<file path="src/rtl/adder_pkg.sv">
// Shared constants and helpers for the pipelined slice adder.
package adder_pkg;

  localparam int unsigned DEFAULT_SLICE = 4;

  // Number of ripple stages (one register stage per slice).
  function automatic int unsigned adder_stages(input int unsigned width, input int unsigned slice);
    return width / slice;
  endfunction

  // Elaboration-time legality of a WIDTH/SLICE pair.
  function automatic bit slice_divides(input int unsigned width, input int unsigned slice);
    return (slice != 0) && (width >= slice) && ((width % slice) == 0);
  endfunction

endpackage

</file>
<file path="src/rtl/pipe_adder_nb_if.sv">
// Operand/result handshake bundle of the pipelined adder.
interface pipe_adder_nb_if #(
  parameter int unsigned WIDTH = 16
);
  logic             in_valid;
  logic             in_ready;
  logic [WIDTH-1:0] A;
  logic [WIDTH-1:0] B;
  logic             C_in;
  logic             sub;
  logic             out_valid;
  logic             out_ready;
  logic [WIDTH-1:0] S;
  logic             C_out;
  logic             Ofl;
  logic             Zero;

  // Producer/consumer side (drives operands, accepts results).
  modport master (
    output in_valid, A, B, C_in, sub, out_ready,
    input  in_ready, out_valid, S, C_out, Ofl, Zero
  );

  // Adder side.
  modport slave (
    input  in_valid, A, B, C_in, sub, out_ready,
    output in_ready, out_valid, S, C_out, Ofl, Zero
  );
endinterface

</file>
<file path="src/rtl/pipe_adder_slice.sv">
// Combinational SLICE-bit ripple-carry adder; c_msb is the carry into the top bit.
module pipe_adder_slice #(
  parameter int unsigned SLICE = 4
) (
  input  logic [SLICE-1:0] a,
  input  logic [SLICE-1:0] b,
  input  logic             c_in,
  output logic [SLICE-1:0] s,
  output logic             c_out,
  output logic             c_msb
);

  logic [SLICE:0] c;

  always_comb begin
    c    = '0;
    s    = '0;
    c[0] = c_in;
    for (int unsigned i = 0; i < SLICE; i++) begin
      s[i]   = a[i] ^ b[i] ^ c[i];
      c[i+1] = (a[i] & b[i]) | (c[i] & (a[i] ^ b[i]));
    end
  end

  assign c_out = c[SLICE];
  assign c_msb = c[SLICE-1];

endmodule

</file>
<file path="src/rtl/pipe_adder_nb.sv">
// Pipelined WIDTH-bit add/subtract: one SLICE-bit ripple stage per register stage,
// global stall on output back-pressure, 1 op/cycle throughput.
module pipe_adder_nb
  import adder_pkg::*;
#(
  parameter int unsigned WIDTH = 16,
  parameter int unsigned SLICE = DEFAULT_SLICE
) (
  input  logic              clk,
  input  logic              rst_n,
  pipe_adder_nb_if.slave    bus
);

  localparam int unsigned STAGES = adder_stages(WIDTH, SLICE);
  localparam int unsigned LAST   = STAGES - 1;

  if (!slice_divides(WIDTH, SLICE)) begin : g_bad_cfg
    $error("pipe_adder_nb: WIDTH must be a non-zero multiple of SLICE");
  end

  // Each stage word x holds finished sum slices at the top and pending A slices at
  // the bottom; it rotates right by SLICE per stage, so after STAGES stages x == S.
  // y carries the pending (already conditioned) B slices the same way.
  logic             adv;
  logic             v_src [STAGES];
  logic [WIDTH-1:0] x_src [STAGES];
  logic [WIDTH-1:0] y_src [STAGES];
  logic             c_src [STAGES];
  logic [SLICE-1:0] sum   [STAGES];
  logic             c_sl  [STAGES];
  logic             c_msb [STAGES];
  logic [WIDTH-1:0] x_nxt [STAGES];
  logic [WIDTH-1:0] y_nxt [STAGES];

  logic             v_q   [STAGES];
  logic [WIDTH-1:0] x_q   [STAGES];
  logic [WIDTH-1:0] y_q   [STAGES];
  logic             c_q   [STAGES];
  logic             ofl_q;
  logic             zero_q;

  // Whole pipeline advances together; no bubble squeezing.
  assign adv          = !v_q[LAST] | bus.out_ready;
  assign bus.in_ready = adv;

  for (genvar k = 0; k < int'(STAGES); k++) begin : g_stage
    if (k == 0) begin : g_head
      assign v_src[k] = bus.in_valid & adv;
      assign x_src[k] = bus.A;
      assign y_src[k] = bus.sub ? ~bus.B : bus.B;
      assign c_src[k] = bus.sub | bus.C_in;
    end else begin : g_body
      assign v_src[k] = v_q[k-1];
      assign x_src[k] = x_q[k-1];
      assign y_src[k] = y_q[k-1];
      assign c_src[k] = c_q[k-1];
    end

    pipe_adder_slice #(
      .SLICE (SLICE)
    ) u_slice (
      .a     (x_src[k][SLICE-1:0]),
      .b     (y_src[k][SLICE-1:0]),
      .c_in  (c_src[k]),
      .s     (sum[k]),
      .c_out (c_sl[k]),
      .c_msb (c_msb[k])
    );

    assign x_nxt[k] = (x_src[k] >> SLICE) | (WIDTH'(sum[k]) << (WIDTH - SLICE));
    assign y_nxt[k] = y_src[k] >> SLICE;
  end

  // Stage registers; the last stage doubles as the output register.
  always_ff @(posedge clk or negedge rst_n) begin
    if (!rst_n) begin
      for (int unsigned k = 0; k < STAGES; k++) begin
        v_q[k] <= 1'b0;
        x_q[k] <= '0;
        y_q[k] <= '0;
        c_q[k] <= 1'b0;
      end
      ofl_q  <= 1'b0;
      zero_q <= 1'b0;
    end else if (adv) begin
      for (int unsigned k = 0; k < STAGES; k++) begin
        v_q[k] <= v_src[k];
        x_q[k] <= x_nxt[k];
        y_q[k] <= y_nxt[k];
        c_q[k] <= c_sl[k];
      end
      ofl_q  <= c_msb[LAST] ^ c_sl[LAST];
      zero_q <= (x_nxt[LAST] == '0);
    end
  end

  assign bus.out_valid = v_q[LAST];
  assign bus.S         = x_q[LAST];
  assign bus.C_out     = c_q[LAST];
  assign bus.Ofl       = ofl_q;
  assign bus.Zero      = zero_q;

endmodule

</file>
<file path="src/flat_wrapper.sv">
// flat-port wrapper written by rule: the top's interface ports become plain ports
module pipe_adder_nb_flat import adder_pkg::*;
#(
  parameter int unsigned WIDTH = 16,
  parameter int unsigned SLICE = DEFAULT_SLICE
)
  (clk, rst_n, bus_in_valid, bus_A, bus_B, bus_C_in, bus_sub, bus_out_ready, bus_in_ready, bus_out_valid, bus_S, bus_C_out, bus_Ofl, bus_Zero);
  pipe_adder_nb_if #(.WIDTH(WIDTH)) bus_i ();
  input  logic clk;
  input  logic rst_n;
  input wire logic [$bits(bus_i.in_valid)-1:0] bus_in_valid;
  input wire logic [$bits(bus_i.A)-1:0] bus_A;
  input wire logic [$bits(bus_i.B)-1:0] bus_B;
  input wire logic [$bits(bus_i.C_in)-1:0] bus_C_in;
  input wire logic [$bits(bus_i.sub)-1:0] bus_sub;
  input wire logic [$bits(bus_i.out_ready)-1:0] bus_out_ready;
  output wire logic [$bits(bus_i.in_ready)-1:0] bus_in_ready;
  output wire logic [$bits(bus_i.out_valid)-1:0] bus_out_valid;
  output wire logic [$bits(bus_i.S)-1:0] bus_S;
  output wire logic [$bits(bus_i.C_out)-1:0] bus_C_out;
  output wire logic [$bits(bus_i.Ofl)-1:0] bus_Ofl;
  output wire logic [$bits(bus_i.Zero)-1:0] bus_Zero;
  assign bus_i.in_valid = bus_in_valid;
  assign bus_i.A = bus_A;
  assign bus_i.B = bus_B;
  assign bus_i.C_in = bus_C_in;
  assign bus_i.sub = bus_sub;
  assign bus_i.out_ready = bus_out_ready;
  assign bus_in_ready = bus_i.in_ready;
  assign bus_out_valid = bus_i.out_valid;
  assign bus_S = bus_i.S;
  assign bus_C_out = bus_i.C_out;
  assign bus_Ofl = bus_i.Ofl;
  assign bus_Zero = bus_i.Zero;
  pipe_adder_nb #(.WIDTH(WIDTH), .SLICE(SLICE)) u_core (.clk(clk), .rst_n(rst_n), .bus(bus_i));
endmodule
</file>
<file path="config.mk">
export PLATFORM = sky130hd
export DESIGN_NAME = pipe_adder_nb_flat
export DESIGN_NICKNAME = d
export VERILOG_FILES = /design/src/rtl/adder_pkg.sv /design/src/rtl/pipe_adder_nb_if.sv /design/src/rtl/pipe_adder_slice.sv /design/src/rtl/pipe_adder_nb.sv /design/src/flat_wrapper.sv
export SDC_FILE = /design/constraint.sdc
export NUM_CORES = 1
export LEC_CHECK = 0
export ABC_AREA = 0
export BUFFER_PORTS_ARGS = -buffer_cell sky130_fd_sc_hd__buf_4
export CAP_MARGIN = 20
export CORE_ASPECT_RATIO = 1.4
export CORE_MARGIN = 1
export CORE_UTILIZATION = 40
export DETAILED_ROUTE_END_ITERATION = 7
export GPL_ROUTABILITY_DRIVEN = 0
export PLACE_DENSITY_LB_ADDON = 0.12
export SLEW_MARGIN = 20
export SYNTH_ARGS = -nofsm -noshare
export SYNTH_HDL_FRONTEND = slang
export SYNTH_SLANG_ARGS = --single-unit
</file>
<file path="constraint.sdc">
create_clock -name clk -period 4.9 [get_ports clk]
set_input_delay 0 -clock clk [delete_from_list [all_inputs] [get_ports clk]]
set_output_delay 0 -clock clk [all_outputs]
set_load 0.02 [all_outputs]
</file>
==> out/results.ini <==
[die]
coreArea_um2 = 10300
ios = 59
initial_core_util_pct = 41.0
row_count = 44
die_area_um2 = 11000
die_w_um = 89.0
die_y_um = 124

[detailed_routing]
wl_mm = 8.04
drt_pass1_iterations = 4
ant_nets = 0
avgViaCountPerCell = 4.46
drt_iter0_markers = 134
drc = 0
via_count = 2958
drt-wirelength-per-cell_um = 12.1

[cells_and_area]
area_growth_pct = 25.7
fin_util_pct = 51.5
diodes = 0
num-nets-final = 574
drive_gt1_share_pct = 15.6

[sta]
drv_slew = 0
final.min_clock_period_ps = 2570
worst_clock_skew_ps = 3.74
worst_pin_slew_ps = 970
fin_setup_tns_ps = 0
fmax_mhz = 389
holdWs_ps = 34.2
period_share_pct = 52.5
rsz0062_at_grt = no
max_slew_margin_pct = 35.3
hold_viol = 0
setup_viol = 0

[logic_synthesis]
yosysTopAreaCell = dfrtp_1
synthTopCellsByArea = dfrtp_1, nand2_1, fa_1, xnor2_1, inv_1
ys_types = 21
ys.flop_type = dfrtp_1
async_reset_ff_share_pct = 100
syn_avg_cell_area_um2 = 9.53
synth_edf_count = 0
netlist_area_um2 = 4240
synth.most_common_cell = nand2_1
ys_warn_count = 0
yosysSeqAreaShare_pct = 57.9
syn_inst = 445
ys_seq_elements = 98
syn_nets = 499
synth.top_cells.by_count = nand2_1, dfrtp_1, inv_1
synth_top_area_share_pct = 57.9

[power]
p_sw_uw = 1150
p_clk_share_pct = 23.9
power.density_nw_per_um2 = 614
pwr-share-comb_pct = 34.2
power_frac_seq_pct = 41.9
internal_power_uw = 2120
p_sw_share_pct = 35.3
leakage_uw = 0.00271
irDropWorstVdd_uv = 228

[cts]
cts_tree = done
cts_setup_buffers = 0
clkTransAtPathRegs_ps = 60
clk_latency_ps = 340
root_buffer = clkbuf_16
cts_buffer_depth = 2
ctsHoldBuffers = 26
numCtsBuffers = 9
cts.repair.resized = 0
cts.sinks = 98
htree_levels = 3

[global_route]
grt-ovfl-total = 0
grt_pass1_vias = 2934
antenna_found_initial = 0
grt_max_degree = 88
grt_pass1_wl_mm = 13.6
track_usage_pct = 16.6

[setup_path]
crit_path_start = u_core.x_q[16]$_DFFE_PN0N_
r2r-start = u_core.x_q[16]$_DFFE_PN0N_
worstRegToRegCells = 10
r2r_setup_slack_ps = 2330
endpoint = u_core.bus.Zero$_DFFE_PN0N_
crit_path_end_kind = flop
crit_arrival_ps = 2760
cp_max_fo = 2
reg2reg_to = u_core.bus.Zero$_DFFE_PN0N_
criticalPathCategory = reg2reg
critPathRequiredTime_ps = 5080
start_kind = flop

[outcome]
status = finished clean

[placement]
io_buffer_count = 58
hpwlAfterDp_mm = 5.14

[min_path]
hold_class = in2reg

[run]
drv_cap = 0

flip-flops by register name (all words and copies together) (netlist names):
name                  count
u_core.x_q               48
u_core.bus.S             16
u_core.y_nxt             12
u_core.y_q               12
u_core.c_q                3
u_core.v_q                3
u_core.bus.C_out          1
u_core.bus.Ofl            1
u_core.bus.Zero           1
u_core.bus.out_valid      1
worst max-delay path, cell delays in order (launching register included):
cell	delay, ps
dfrtp_1	360
inv_1	100
fa_1	170
inv_1	60
fa_1	450
fa_1	460
inv_1	100
fa_1	400
nor4b_1	160
nand4_1	80
o21ai_0	80
through the flow:
stage               total power, uW  instances  cell area [um^2]  worst slack, ps
floorplan                      2150        445              4240             2480
global placement               2480        621              4730             2390
detailed placement             2510        621              4730             2350
CTS                            3330        663              5330             2310
global route                   3540        663              5330             2090
finish                         3270        663              5330             2330
cell families after synthesis:
group           Yosys count  share of synthesized area [%]
simple gates            229                           21.0
flops                    98                           57.9
buf+inv                  50                           5.70
compound gates           35                           4.40
xor+xnor                 17                           3.51
fa+ha+maj                16                           7.56
power by group through the flow:
stage / Clock [uW] / Combinational, uW / Sequential [uW]
finish: 782 / 1120 / 1370
floorplan: 0 / 721 / 1430
detailed placement: 0 / 1120 / 1390
CTS: 801 / 1150 / 1380
global route: 832 / 1290 / 1410
global placement: 0 / 1100 / 1380
final cells by class:
| type | count | area [um^2] |
|---|---|---|
| fill | 1039 | 5020 |
| sequential | 98 | 2450 |
| multi-input combinational | 297 | 1550 |
| timing repair buffer | 87 | 718 |
| clock buffer | 12 | 267 |
| tap | 138 | 173 |
| inverter | 27 | 103 |
| clock inverter | 4 | 72.6 |
routing by layer:
layer	global-route usage (%)	vias to the layer above	share of wire (%)
li1	-	1498	-
met1	21.2	1403	46
met2	27.3	45	49
met3	2.19	12	2.3
met4	8.93	0	2.5
met5	0	-	0
how the worst min path moves through the flow:
stage,to,slack (ps),depth (start not counted),from
2_1_floorplan,u_core.bus.C_out$_DFFE_PN0N_,-300,0,rst_n
3_3_place_gp,u_core.bus.S[13]$_DFFE_PN0N_,-110,1,rst_n
3_5_place_dp,u_core.bus.S[12]$_DFFE_PN0N_,-110,1,rst_n
4_1_cts,u_core.x_q[61]$_DFFE_PN0N_,30,4,bus_A[1]
5_1_grt,u_core.x_q[61]$_DFFE_PN0N_,70,4,bus_A[1]
6_report,u_core.x_q[61]$_DFFE_PN0N_,30,4,bus_A[1]
layout by cell type, fill, tap and decap left out, types with 2 or more instances in the layout:
cell and instances:
a21oi_1 9, a21oi_2 3, buf_4 61, bufinv_16 2
clkbuf_16 9, clkbuf_8 3, clkinv_2 2, dfrtp_1 98
dlygate4sd3_1 26, fa_1 16, inv_1 26, nand2_1 209
nor2_1 13, nor4_1 2, nor4b_1 2, o21ai_0 18
o21ai_1 5, xnor2_1 12, xor2_1 5
Note: power is estimated with default switching activity, not from simulation.
